--- src/rtl/ram_arb_pkg.sv ---
// Shared types and default widths for the two-port RAM arbiter.
// Round-robin conflict resolution is enabled with RAM_ARB_ROUND_ROBIN_EN.
package ram_arb_pkg;

  localparam int unsigned DEF_DATA_WIDTH = 32;
  localparam int unsigned DEF_ADDR_WIDTH = 10;
  localparam int unsigned CNT_WIDTH      = 16;

  typedef enum logic [1:0] {
    IDLE    = 2'd0,
    SERVE_I = 2'd1,
    SERVE_D = 2'd2
  } arb_state_t;

  typedef enum logic {
    PORT_I = 1'b0,
    PORT_D = 1'b1
  } port_t;

endpackage

--- src/rtl/ram_arb_pick.sv ---
// Combinational winner selection between fetch and data requests.
// RAM_ARB_ROUND_ROBIN_EN: conflicts alternate via last_win; otherwise data wins.
module ram_arb_pick
  import ram_arb_pkg::*;
(
  input  logic  i_req,
  input  logic  d_req,
`ifdef RAM_ARB_ROUND_ROBIN_EN
  input  port_t last_win,
`endif
  output logic  pick_valid,
  output port_t pick
);

  always_comb begin
    pick_valid = i_req | d_req;
    pick       = PORT_D;
    if (i_req && d_req) begin
`ifdef RAM_ARB_ROUND_ROBIN_EN
      pick = (last_win == PORT_D) ? PORT_I : PORT_D;
`else
      pick = PORT_D;
`endif
    end else if (i_req) begin
      pick = PORT_I;
    end
  end

endmodule

--- src/rtl/ram_port_arbiter.sv ---
// Shares one single-port RAM between instruction-fetch and data ports.
// Accept in T, RAM access in T+1, registered response in T+2; RAM_ARB_ROUND_ROBIN_EN selects round-robin.
module ram_port_arbiter
  import ram_arb_pkg::*;
#(
  parameter int unsigned DATA_WIDTH = DEF_DATA_WIDTH,
  parameter int unsigned ADDR_WIDTH = DEF_ADDR_WIDTH
) (
  input  logic                  clk,
  input  logic                  rst,
  input  logic                  i_req,
  input  logic [ADDR_WIDTH-1:0] i_addr,
  output logic                  i_gnt,
  output logic                  i_rvalid,
  output logic [DATA_WIDTH-1:0] i_rdata,
  input  logic                  d_req,
  input  logic                  d_we,
  input  logic [ADDR_WIDTH-1:0] d_addr,
  input  logic [DATA_WIDTH-1:0] d_wdata,
  output logic                  d_gnt,
  output logic                  d_rvalid,
  output logic [DATA_WIDTH-1:0] d_rdata,
  output logic [ADDR_WIDTH-1:0] ram_A,
  output logic [DATA_WIDTH-1:0] ram_WD,
  output logic                  ram_we,
  input  logic [DATA_WIDTH-1:0] ram_RD,
  output logic [CNT_WIDTH-1:0]  conflict_cnt
);

  arb_state_t state;
  port_t      pick_c;
  logic       pick_valid_c;
  logic       conflict_c;

`ifdef RAM_ARB_ROUND_ROBIN_EN
  port_t last_win;

  ram_arb_pick u_pick (
    .i_req      (i_req),
    .d_req      (d_req),
    .last_win   (last_win),
    .pick_valid (pick_valid_c),
    .pick       (pick_c)
  );
`else
  ram_arb_pick u_pick (
    .i_req      (i_req),
    .d_req      (d_req),
    .pick_valid (pick_valid_c),
    .pick       (pick_c)
  );
`endif

  // Grants are combinational so a request is accepted in the same cycle.
  assign i_gnt      = ~rst & pick_valid_c & (pick_c == PORT_I);
  assign d_gnt      = ~rst & pick_valid_c & (pick_c == PORT_D);
  assign conflict_c = i_req & d_req;

  always_ff @(posedge clk or posedge rst) begin
    if (rst) begin
      state        <= IDLE;
      ram_A        <= '0;
      ram_WD       <= '0;
      ram_we       <= 1'b0;
      i_rvalid     <= 1'b0;
      d_rvalid     <= 1'b0;
      i_rdata      <= '0;
      d_rdata      <= '0;
      conflict_cnt <= '0;
`ifdef RAM_ARB_ROUND_ROBIN_EN
      last_win     <= PORT_D;
`endif
    end else begin
      // Response stage: capture RAM data for the port served this cycle.
      i_rvalid <= (state == SERVE_I);
      d_rvalid <= (state == SERVE_D);
      if (state == SERVE_I) i_rdata <= ram_RD;
      if (state == SERVE_D) d_rdata <= ram_RD;

      // Accept stage: ram_A/ram_WD keep their last values when idle.
      ram_we <= 1'b0;
      if (i_gnt) begin
        state <= SERVE_I;
        ram_A <= i_addr;
      end else if (d_gnt) begin
        state  <= SERVE_D;
        ram_A  <= d_addr;
        ram_WD <= d_wdata;
        ram_we <= d_we;
      end else begin
        state <= IDLE;
      end

      if (conflict_c && (conflict_cnt != '1))
        conflict_cnt <= conflict_cnt + CNT_WIDTH'(1);
`ifdef RAM_ARB_ROUND_ROBIN_EN
      if (conflict_c) last_win <= pick_c;
`endif
    end
  end

endmodule

--- config.mk ---
export PLATFORM = sky130hd
export DESIGN_NAME = ram_port_arbiter
export DESIGN_NICKNAME = d
export VERILOG_FILES = /design/src/rtl/ram_arb_pkg.sv /design/src/rtl/ram_arb_pick.sv /design/src/rtl/ram_port_arbiter.sv
export SDC_FILE = /design/constraint.sdc
export NUM_CORES = 1
export LEC_CHECK = 0
export ABC_AREA = 0
export CORE_AREA = 2 2 111 113
export CTS_BUF_LIST = sky130_fd_sc_hd__clkbuf_2 sky130_fd_sc_hd__clkbuf_4 sky130_fd_sc_hd__clkbuf_8
export DETAILED_ROUTE_END_ITERATION = 7
export DIE_AREA = 0 0 113 115
export PLACE_DENSITY_LB_ADDON = 0.12
export SLEW_MARGIN = 20
export SYNTH_ARGS = -nofsm -noshare
export SYNTH_HDL_FRONTEND = slang
export SYNTH_SLANG_ARGS = --single-unit
--- constraint.sdc ---
create_clock -name clk -period 8.3 [get_ports clk]
set_input_delay 2.075 -clock clk [delete_from_list [all_inputs] [get_ports clk]]
set_output_delay 2.075 -clock clk [all_outputs]
set_load 0.005 [all_outputs]
==> results.yml, run 1 <==
logic_synthesis:
  synth_enable_flop_cells: 0
  ys_types: 32
  synth_top_area_cell: "dfrtp_1"
  synth_async_sr_flop_share: 1.00
  synth_common_cells: "dfrtp_1 (127), mux2_2 (96), nand2_1 (12)"
  synth-main-ff-cell: "dfrtp_1"
  synth_cells: 333
  syn_avg_cell_area_um2: 14.9
  synth_area_mm2: 0.00495
  synth-seq-cells: 127
  synth_top_family_by_area: "multiplexers"
  syn_nets: 423
  yosys_warnings: 0
  synthMuxAreaShare: 0.221
  synthTopCellsByArea: "dfrtp_1 (64%), mux2_2 (22%), xnor2_1 (1.8%), a22oi_1 (1.5%), buf_2 (1.0%)"
  yosysMostFrequentCell: "dfrtp_1"
  synth_xor_xnor_area_share: 0.0265
  synth-simple-area-share: 0.0654
  synth_compound_area_frac: 0.0275
  synthAdderAreaFrac: 0.00253
  synth_top_area_frac: 0.641
  yosysSeqAreaShare: 0.641
floorplanning:
  start_util: 0.419
  io_pins: 216
  fp.dieH_um: 115
  die_area_mm2: 0.0130
  num_rows: 40
  dieWidth_um: 113
  core_area_mm2: 0.0118
detailed_routing:
  vias: 3575
  routed-wl-met3_um: 932
  wl_per_cell_um: 16.8
  dr.pass1.iters: 6
  ant_nets: 0
  drc: 14
  drt_iter0_markers: 117
  totalWireLength_um: 12000
  top_layer_used: "met4"
  vias_per_cell: 5.02
  wl_met1_um: 4940
  met2_length_um: 5920
placement:
  hpwlAfterDp_um: 8760
  port_buffers: 215
  place_congestion: 0.877
  dp_worst_setup_slack_ns: 1.96
timing:
  hold_violations: 0
  finalMaxSlewViolations: 0
  period_share: 0.757
  setup-violations-final: 0
  fin_ws_ns: 2.01
  worst_slew_pin_slew_ns: 0.973
  fin_crit_ns: 6.29
  tns_ns: 0
  slew_headroom: 0.350
  rsz0062_at_grt: "false"
  clock_skew_ns: 0.0110
  whs_ns: 0.494
  max_freq_ghz: 0.159
finish:
  fin_util: 0.643
  drive_gt1_frac: 0.244
  syn2layout_area_growth_pct: 53.4
  fill_cells: 964
  nets: 644
  n_antenna_cell: 0
worst_setup_path:
  crit_top_cell: "clkdlybuf4s50_1"
  r2r.worst_path.cells: 5
  cp-startpoint: "rst"
  cp_max_fo: 63
  crit_path_max_incr_delay_ns: 0.66
  cp.arrival_ns: 4.21
  critPathRequiredTime_ns: 6.23
  critPathLaunchType: "input pin"
  path_class: "in -> out"
  worstSetupEndpointType: "output pin"
  r2r_start: "conflict_cnt[0]$_DFFE_PP0P_"
  cp_cell_sequence: "clkdlybuf4s50_1 > inv_4 > and2_1 > clkdlybuf4s50_1"
  cpMaxStageDelayCell: "inv_4"
worst_hold_path:
  hold_depth: 2
  hold_start: "ram_A[4]$_DFFE_PP0P_"
  hold_path_class: "reg -> reg"
power_and_ir_drop:
  p_leak_nw: 3.16
  ir_worst_vdd_uv: 115
  cellPowerDensity_mw_per_mm2: 221
clock_network:
  post-cts-setup-buffers: 0
  cts-resized-gates: 0
  worstSkewPairLatency_ns: 0.42
  cts_tree: "yes"
  postCtsHoldBufs: 0
  h-tree-depth: 4
  cts_buffers: 17
  clk_path_buf_depth: 2
  clkSinkCount: 127
  root_buffer: "clkbuf_8"
  clkSlewWorstSetupHoldPaths_ns: 0.07
outcome:
  violations: "design-rule violations"
  status: "finished, violations left"
grt:
  grt_util_all_layers: 0.193
  grt_max_degree: 69
  grt_pass1_wl_um: 19200
  gr-total-overflow: 0
  antenna_found_initial: 0
  grt_pass1_vias: 3769
job:
  max-cap-violations: 0
[where the power goes]
part	total, W	switching, W	internal, W	leakage (nW)
Clock	0.000461	0.000219	0.000243	0.181
Combinational	0.000423	0.000129	0.000294	1.46
Sequential	0.000791	0.0000675	0.000724	1.53
Total	0.00168	0.000416	0.00126	3.16
[critical path, delay by kind of cell]
family | cells | cell delay (ns)
simple gates | 1 | 0.27
buf+inv | 3 | 1.86
[layout make-up]
| type | count | area (um^2) | share of cell area |
|---|---|---|---|
| Sequential cell | 127 | 3180 | 0.418 |
| Multi-Input combinational cell | 189 | 1710 | 0.225 |
| Clock inverter | 6 | 35.0 | 0.00461 |
| Timing Repair Buffer | 217 | 2170 | 0.285 |
| Tap cell | 147 | 184 | 0.0242 |
| Inverter | 2 | 10.0 | 0.00132 |
| Clock buffer | 24 | 312 | 0.0410 |
[state kept, by name, summed over array words and instances (netlist names)]
register and cells:
ram_A 10, ram_WD 32, conflict_cnt 16, state 2, i_rdata 32, d_rvalid 1, ram_we 1, i_rvalid 1
d_rdata 32
[placed cells by master, fill, tap and decap left out, drive strengths merged]
cell type,instances
clkinvlp,2
o21ai,11
nor3,4
nor2,3
nand4,6
nand3,9
nand3b,1
nor3b,1
clkbuf,24
buf,2
and4,2
or3,1
clkdlybuf4s50,215
nand2b,2
xor2,5
inv,2
and3,4
dfrtp,127
xnor2,10
a22oi,10
nor2b,4
ha,1
nand2,12
nor4,1
and4bb,1
a31oi,1
mux2,97
and2,3
clkinv,4
[final timing paths]
kind	end	slack (ns)
min in group asynchronous	ram_A[2]$_DFFE_PP0P_	2.43
max reg2reg	conflict_cnt[1]$_DFFE_PP0P_	6.48
max in group asynchronous	ram_WD[31]$_DFFE_PP0P_	4.54
max	i_gnt	2.01
min reg2reg	ram_A[4]$_DFFE_PP0P_	0.49
min	ram_A[4]$_DFFE_PP0P_	0.49
[per-stage QoR]
stage | power, W | instances | cell area [um^2]
after floorplan | 0.000930 | 333 | 4950
after global placement | 0.00122 | 682 | 7250
after detailed placement | 0.00123 | 682 | 7250
after CTS | 0.00170 | 712 | 7600
after global routing | 0.00177 | 712 | 7600
final | 0.00168 | 712 | 7600
[layer usage]
layer | up-vias | track usage
met1 | 1785 | 0.238
met4 | 0 | 0.0740
met5 | - | 0
li1 | 1627 | -
met3 | 14 | 0.0717
met2 | 149 | 0.312
[cell families (layout without fill, tap and decap cells)]
family	count (synthesis)	count (layout)
xor gates and xnor gates	15	15
DFF	127	127
and+or+nand+nor	54	54
AOI/OAI and AO/OA	22	22
buffers and inverters	17	249
adders and majority gates	1	1
muxes	97	97
(Power assumes the default switching activity.)
==> run 2, diff against run 1 <==
--- a/config.mk
+++ b/config.mk
@@ -6,10 +6,10 @@
 export NUM_CORES = 1
 export LEC_CHECK = 0
 export ABC_AREA = 0
-export CORE_AREA = 2 2 111 113
+export CORE_AREA = 2 2 116 118
 export CTS_BUF_LIST = sky130_fd_sc_hd__clkbuf_2 sky130_fd_sc_hd__clkbuf_4 sky130_fd_sc_hd__clkbuf_8
 export DETAILED_ROUTE_END_ITERATION = 7
-export DIE_AREA = 0 0 113 115
+export DIE_AREA = 0 0 118 120
 export PLACE_DENSITY_LB_ADDON = 0.12
 export SLEW_MARGIN = 20
 export SYNTH_ARGS = -nofsm -noshare
==> constraint.sdc (replaced) <==
create_clock -name clk -period 5.27 [get_ports clk]
set_input_delay 1.3175 -clock clk [delete_from_list [all_inputs] [get_ports clk]]
set_output_delay 1.3175 -clock clk [all_outputs]
set_load 0.005 [all_outputs]
==> run 2 against run 1 <==
Effect of this change:
- the run now ends clean
- hold slack worse by 0.010 ns
- highest routed layer unchanged
- wire length increased by 2.4%
- flip-flop and latch count stayed put
- clock power rose by 79%
- critical path depth did not move
- total power is 63% higher
- via count is 1.5% lower
- cell count is 4.5% higher
- non-clock buffer count increased by 4
- setup slack got worse by 1.0 ns
- critical endpoint unchanged
- die area increased by 9.0%
==> results.yml, run 2 (synthesized netlist as in run 1, its figures left out) <==
timing:
  worst_slew_pin_slew_ns: 0.995
  clock_skew_ns: 0.0103
  setup-violations-final: 0
  max_freq_ghz: 0.233
  fin_crit_ns: 4.30
  tns_ns: 0
  period_share: 0.816
  rsz0062_at_grt: "false"
  hold_violations: 0
  finalMaxSlewViolations: 0
  slew_headroom: 0.335
worst_hold_path:
  hold_depth: 2
  hold_path_class: "reg -> reg"
worst_setup_path:
  cp_cell_sequence: "clkdlybuf4s50_1 > clkinvlp_4 > and2_1 > clkdlybuf4s50_1"
  critPathRequiredTime_ns: 3.95
  worstSetupEndpointType: "output pin"
  path_class: "in -> out"
  critPathLaunchType: "input pin"
  crit_top_cell: "clkdlybuf4s50_1"
  crit_buf_inv: 3
  cpMaxStageDelayCell: "clkdlybuf4s50_1"
  crit_path_max_incr_delay_ns: 0.81
  r2r.worst_path.cells: 5
  cp_top_family: "buffers and inverters"
  cp.depth: 4
  cp.arrival_ns: 2.98
  cp_max_fo: 12
finish:
  nets: 648
  final_common_cell: "clkdlybuf4s50_1"
  reg_top3: "d_rdata (32), i_rdata (32), ram_WD (32)"
  stdcell_count: 744
  drive_gt1_frac: 0.248
  n_antenna_cell: 0
  syn2layout_area_growth_pct: 56.2
  layout_common_cells: "clkdlybuf4s50_1 (215), dfrtp_1 (127), mux2_2 (96)"
  post-route-cell-area_mm2: 0.00774
clock_network:
  post-cts-setup-buffers: 0
  cts_tree: "yes"
  worstSkewPairLatency_ns: 0.43
  h-tree-depth: 4
  clk_path_buf_depth: 2
  clkSlewWorstSetupHoldPaths_ns: 0.06
  cts-resized-gates: 0
  postCtsHoldBufs: 0
  root_buffer: "clkbuf_8"
  clkSinkCount: 127
  cts_buffers: 17
floorplanning:
  dieWidth_um: 118
  die_area_mm2: 0.0142
  start_util: 0.382
  fp.dieH_um: 120
  io_pins: 216
  core_area_mm2: 0.0130
  num_rows: 42
detailed_routing:
  wl_per_cell_um: 16.5
  totalWireLength_um: 12300
  vias_per_cell: 4.73
  drc: 0
  vias: 3520
  dr.pass1.iters: 6
  drt_iter0_markers: 119
  ant_nets: 0
placement:
  place_congestion: 0.804
  hpwlAfterDp_um: 8960
  dp_cells: 714
  post_dp_cell_area_mm2: 0.00732
  port_buffers: 215
grt:
  met1_usage: 0.205
  grt_util_all_layers: 0.181
  use_met3: 0.0637
  grt.busiest_layer: "met2"
  grtUsageMet2: 0.313
  grt_pass1_wl_um: 19700
  grt_pass1_vias: 3753
  antenna_found_initial: 0
  gr-total-overflow: 0
  grt_max_degree: 79
power_and_ir_drop:
  p_leak_nw: 3.21
  ir_worst_vdd_uv: 215
  cellPowerDensity_mw_per_mm2: 354
outcome:
  status: "finished clean"
job:
  max-cap-violations: 0
==> run 2: cell types whose count changed in the layout (fill, tap and decap cells not counted) <==
cell | previous run | this run
inv_4 | 1 | 0
bufinv_16 | 0 | 2
clkbuf_4 | 3 | 1
clkbuf_8 | 21 | 22
buf_16 | 0 | 1
nor2b_2 | 1 | 0
clkinv_2 | 4 | 3
nor2b_4 | 1 | 2
buf_4 | 2 | 5
==> run 2: layout make-up <==
type | count | area [um^2]
Timing Repair Buffer | 221 | 2220
Sequential cell | 127 | 3180
Clock buffer | 23 | 310
Tap cell | 176 | 220
Inverter | 2 | 11.3
Multi-Input combinational cell | 189 | 1720
Fill cell | 1100 | 5240
Clock inverter | 6 | 82.6
==> run 2: worst paths after layout <==
check                                                 start                          end  slack [ns]
worst max-delay path                                    rst                        i_gnt        0.97
worst min-delay path                   ram_A[6]$_DFFE_PP0P_         ram_A[6]$_DFFE_PP0P_        0.48
worst max register to register  conflict_cnt[0]$_DFFE_PP0P_  conflict_cnt[1]$_DFFE_PP0P_        3.46
worst min register to register         ram_A[6]$_DFFE_PP0P_         ram_A[6]$_DFFE_PP0P_        0.48
max in group asynchronous                               rst       d_rdata[9]$_DFFE_PP0P_        2.65
min in group asynchronous                               rst         ram_A[8]$_DFFE_PP0P_        1.68
==> run 2: routing by layer <==
layer,up-vias,wire (um)
met3,19,825
li1,1633,-
met1,1740,4890
met5,-,0
met4,0,301
met2,128,6260
==> run 2: power by group <==
group | total, W | internal, W | switching (W)
Combinational | 0.000671 | 0.000467 | 0.000204
Sequential | 0.00124 | 0.00114 | 0.000102
Clock | 0.000826 | 0.000478 | 0.000348
==> run 2: per-stage QoR <==
step	setup slack, ns	power, W	hold slack (ns)	utilization
3_3_place_gp	1.04	0.00192	0.462	0.564
5_1_grt	0.905	0.00289	0.512	0.596
6_report	0.971	0.00274	0.483	0.596
2_1_floorplan	0.355	0.00147	0.473	-
3_5_place_dp	0.986	0.00194	0.479	0.564
4_1_cts	0.982	0.00278	0.492	0.594
==> run 2: worst min-delay path, cell delays in order, from the launching register on <==
cell and delay [ns]:
dfrtp_1 0.34, nand2_1 0.05, o21ai_0 0.06
==> edit 1 (flow settings as in run 2) <==
Change the package constant `CNT_WIDTH` from 16 to 32.
--- a/src/rtl/ram_arb_pkg.sv
+++ b/src/rtl/ram_arb_pkg.sv
@@ -5,5 +5,5 @@
   localparam int unsigned DEF_DATA_WIDTH = 32;
   localparam int unsigned DEF_ADDR_WIDTH = 10;
-  localparam int unsigned CNT_WIDTH      = 16;
+  localparam int unsigned CNT_WIDTH      = 32;
 
   typedef enum logic [1:0] {
Interface: changed (resized conflict_cnt); port bits go from 216 to 232. The function was not compared with the original's and may differ.
==> edit 1 against run 2 <==
- sequential share of layout area up 0.27 points
- synthesized area up 17%
- worst setup slack gained 0.025 ns
- clock power fell by 4.8%
- final area is 12% higher
- first-iteration DRC count up 69%
- critical endpoint unchanged
- die area did not move
- critical path type unchanged
- sequential cell count is 16 higher
- cell count is 12% higher
- wire length increased by 12%
- total power rose by 3.2%
- highest routed layer unchanged
==> edit 1: results (changes against run 2) <==
[synth]
yosys-mux-area-fraction = 0.192  ; was 0.221
synth_fa_ha_area_frac = 0.00216  ; was 0.00253
avgSynthCellArea_sq_um = 14.3  ; was 14.9 sq um
syn-num-nets = 496  ; was 423
synth_area_leaders = dfrtp_1, mux2_2, xnor2_1  ; unchanged
synthTopCellsByCount = dfrtp_1, mux2_2, xnor2_1  ; was dfrtp_1, mux2_2, nand2_1

[grt]
grt_max_degree = 85  ; was 79
grt_pass1_wl_um = 22200  ; was 19,700 um
met2_usage = 0.324  ; was 0.313
track_usage = 0.203  ; was 0.181

[detailed_routing]
dr_wl_met3_um = 946  ; was 825 um
routed-wl-met2_um = 6740  ; was 6260 um
routed_wl_um = 13800  ; was 12,300 um
wl_per_cell_um = 16.6  ; was 16.5 um
first_iter_violations = 201  ; was 119

[place]
placed_cell_area_sq_um = 8300  ; was 7320 sq um
gp_congestion = 0.788  ; was 0.804
port-buffer-count = 231  ; was 215
post-dp-hpwl_um = 10100  ; was 8960 um

[pwr]
ir_drop_mv = 0.202  ; was 0.215 mV
intPower_w = 0.00213  ; was 0.00209 W

[critical_path]
r2r_slack_ns = 3.22  ; was 3.46 ns
crit_start = d_req  ; was rst

[finish]
finalNetCount = 734  ; was 648

[status]
status = finished clean  ; unchanged

-- edit 1: cell types whose count changed in the layout (fill, tap and decap cells not counted), sizes merged, moves of 3 or more --
cell,before,now
clkdlybuf4s50,215,231
clkinv,3,7
dfrtp,127,143
nand2,12,20
nand3,9,19
nand4,6,17
nor2,3,9
nor4,1,4
xnor2,10,26
-- edit 1: worst min-delay path by stage --
stage,to,slack (ns),cells past startpoint,from
floorplan,ram_A[0]$_DFFE_PP0P_,0.47,2,ram_A[0]$_DFFE_PP0P_
global placement,ram_A[8]$_DFFE_PP0P_,0.46,2,ram_A[8]$_DFFE_PP0P_
detailed placement,ram_A[7]$_DFFE_PP0P_,0.48,2,ram_A[7]$_DFFE_PP0P_
CTS,ram_A[7]$_DFFE_PP0P_,0.50,2,ram_A[7]$_DFFE_PP0P_
global route,conflict_cnt[28]$_DFFE_PP0P_,0.51,1,conflict_cnt[28]$_DFFE_PP0P_
finish,ram_A[2]$_DFFE_PP0P_,0.50,2,ram_A[2]$_DFFE_PP0P_
-- edit 1: power by group through the flow --
| stage | sequential [W] | combinational [W] | clock [W] |
|---|---|---|---|
| 2_1_floorplan | 0.00139 | 0.000208 | 0 |
| 3_3_place_gp | 0.00138 | 0.000669 | 0 |
| 3_5_place_dp | 0.00139 | 0.000681 | 0 |
| 4_1_cts | 0.00137 | 0.000684 | 0.000816 |
| 5_1_grt | 0.00139 | 0.000720 | 0.000864 |
| 6_report | 0.00137 | 0.000673 | 0.000786 |
-- edit 1: cell type report --
type                            count  area [sq um]
Clock buffer                       21           289
Inverter                            4          18.8
Timing Repair Buffer              236          2350
Sequential cell                   143          3580
Clock inverter                      8          65.1
Tap cell                          176           220
Fill cell                        1019          4320
Multi-Input combinational cell    242          2130
==> edit 2 (flow settings as in run 2) <==
Without the edit above. The 3 states of `arb_state_t` get a one-hot encoding in 3 bits.
--- a/src/rtl/ram_arb_pkg.sv
+++ b/src/rtl/ram_arb_pkg.sv
@@ -7,8 +7,8 @@
   localparam int unsigned CNT_WIDTH      = 16;
 
-  typedef enum logic [1:0] {
-    IDLE    = 2'd0,
-    SERVE_I = 2'd1,
-    SERVE_D = 2'd2
+  typedef enum logic [2:0] {
+    IDLE    = 3'b001,
+    SERVE_I = 3'b010,
+    SERVE_D = 3'b100
   } arb_state_t;
 
Formal check against the unedited RTL: no difference found for any inputs over 10 cycles, from zero or initial values and one cycle with rst high; not proved beyond that.
==> edit 2 against run 2 <==
- cell count is 0.54% higher
- sequential cell count is 1 higher
- final area is 0.87% higher
- clock power fell by 8.0%
- register-to-register slack better by 0.21 ns
- non-clock buffer count stayed put
- worst setup slack lost 0.072 ns
- synthesized cell count is the same
- combinational power up 11%
- synthesized area grew 2.6%
- wire length decreased by 2.2%
- global-route usage is 0.90 points lower
- total power up 2.2%
- critical path type unchanged
==> edit 2: results (changes against run 2) <==
[status]
status = finished clean  ; unchanged

[place]
post-place-ws_ns = 0.909  ; was 0.986 ns
post-dp-hpwl_um = 8640  ; was 8960 um

[critical_path]
r2r.worst_path.cells = 4  ; was 5
cp_max_fo = 15  ; was 12
crit_start = d_req  ; was rst
max_stage_delay_ns = 0.68  ; was 0.81 ns

[pwr]
ir_drop_mv = 0.202  ; was 0.215 mV
sequentialPower_w = 0.00129  ; was 0.00124 W
intPower_w = 0.00210  ; was 0.00209 W
power_leakage_nw = 3.24  ; was 3.21 nW

[finish]
layout-drive-gt1-share = 0.248  ; about the same
finalNetCount = 650  ; was 648

[grt]
grt_pass1_vias = 3586  ; was 3,753
grt_max_degree = 72  ; was 79
track_usage = 0.172  ; was 0.181

[synth]
synthTopCellsByCount = dfrtp_1, mux2_2, nand2_1  ; unchanged
seq_area_frac_synth = 0.631  ; was 0.641
synth_area_leaders = dfrtp_1, mux2_2, mux2_1  ; was dfrtp_1, mux2_2, xnor2_1

[detailed_routing]
dr.pass1.iters = 4  ; was 6
wl_per_cell_um = 16.1  ; was 16.5 um
viasPerCell = 4.82  ; was 4.73

[timing]
whs_ns = 0.482  ; was 0.483 ns
max_slew_margin = 0.407  ; was 0.335
fin_worst_skew_ns = 0.0106  ; was 0.0103 ns
fin_crit_ns = 4.37  ; was 4.30 ns

[hold_path]
min_from = ram_A[1]$_DFFE_PP0N_  ; was ram_A[6]$_DFFE_PP0P_

edit 2: cell types whose count changed in the layout (fill, tap and decap cells not counted), moves of 3 or more:
| cell | before | now |
|---|---|---|
| mux2_1 | 0 | 10 |
| mux2_2 | 96 | 86 |
| nand3_1 | 9 | 4 |
| nand4_1 | 5 | 9 |
| nor3_1 | 4 | 1 |
edit 2: cell type report:
class	instances	area, sq um
clock buffers	26	339
clock inverters	5	27.5
fillers	1111	5170
inverters	1	7.51
multi-input cells	191	1810
flip-flops and latches	128	3200
well taps	176	220
repair buffers	221	2200
edit 2: stage by stage:
step	utilization	total power [W]
after floorplan	-	0.00155
after global placement	0.573	0.00205
after detailed placement	0.573	0.00207
after CTS	0.601	0.00285
after global routing	0.601	0.00295
final	0.601	0.00280
edit 2: cells by family (layout without fill, tap and decap cells):
| kind of cell | count (synthesis) | count (layout) | share of synthesized area |
|---|---|---|---|
| compound gates | 27 | 27 | 0.0389 |
| xor+xnor | 13 | 13 | 0.0224 |
| fa+ha+maj | 1 | 1 | 0.00246 |
| buf+inv | 14 | 253 | 0.0172 |
| flops | 128 | 128 | 0.631 |
| mux | 97 | 97 | 0.216 |
| simple gates | 53 | 53 | 0.0726 |
edit 2: worst register-to-register path: cells and delay by family (launching register included):
family | cells | cell delay [ns]
muxes | 1 | 0.33
and+or+nand+nor | 1 | 0.22
AOI/OAI and AO/OA | 1 | 0.25
DFF | 1 | 0.44
adders and majority gates | 1 | 0.26
edit 2: metal layers:
layer	vias to the layer above	share of wire	global-route usage
met5	-	0	0
met4	0	0.014	0.0633
met3	13	0.067	0.0570
met2	138	0.50	0.294
met1	1801	0.42	0.204
li1	1650	-	-
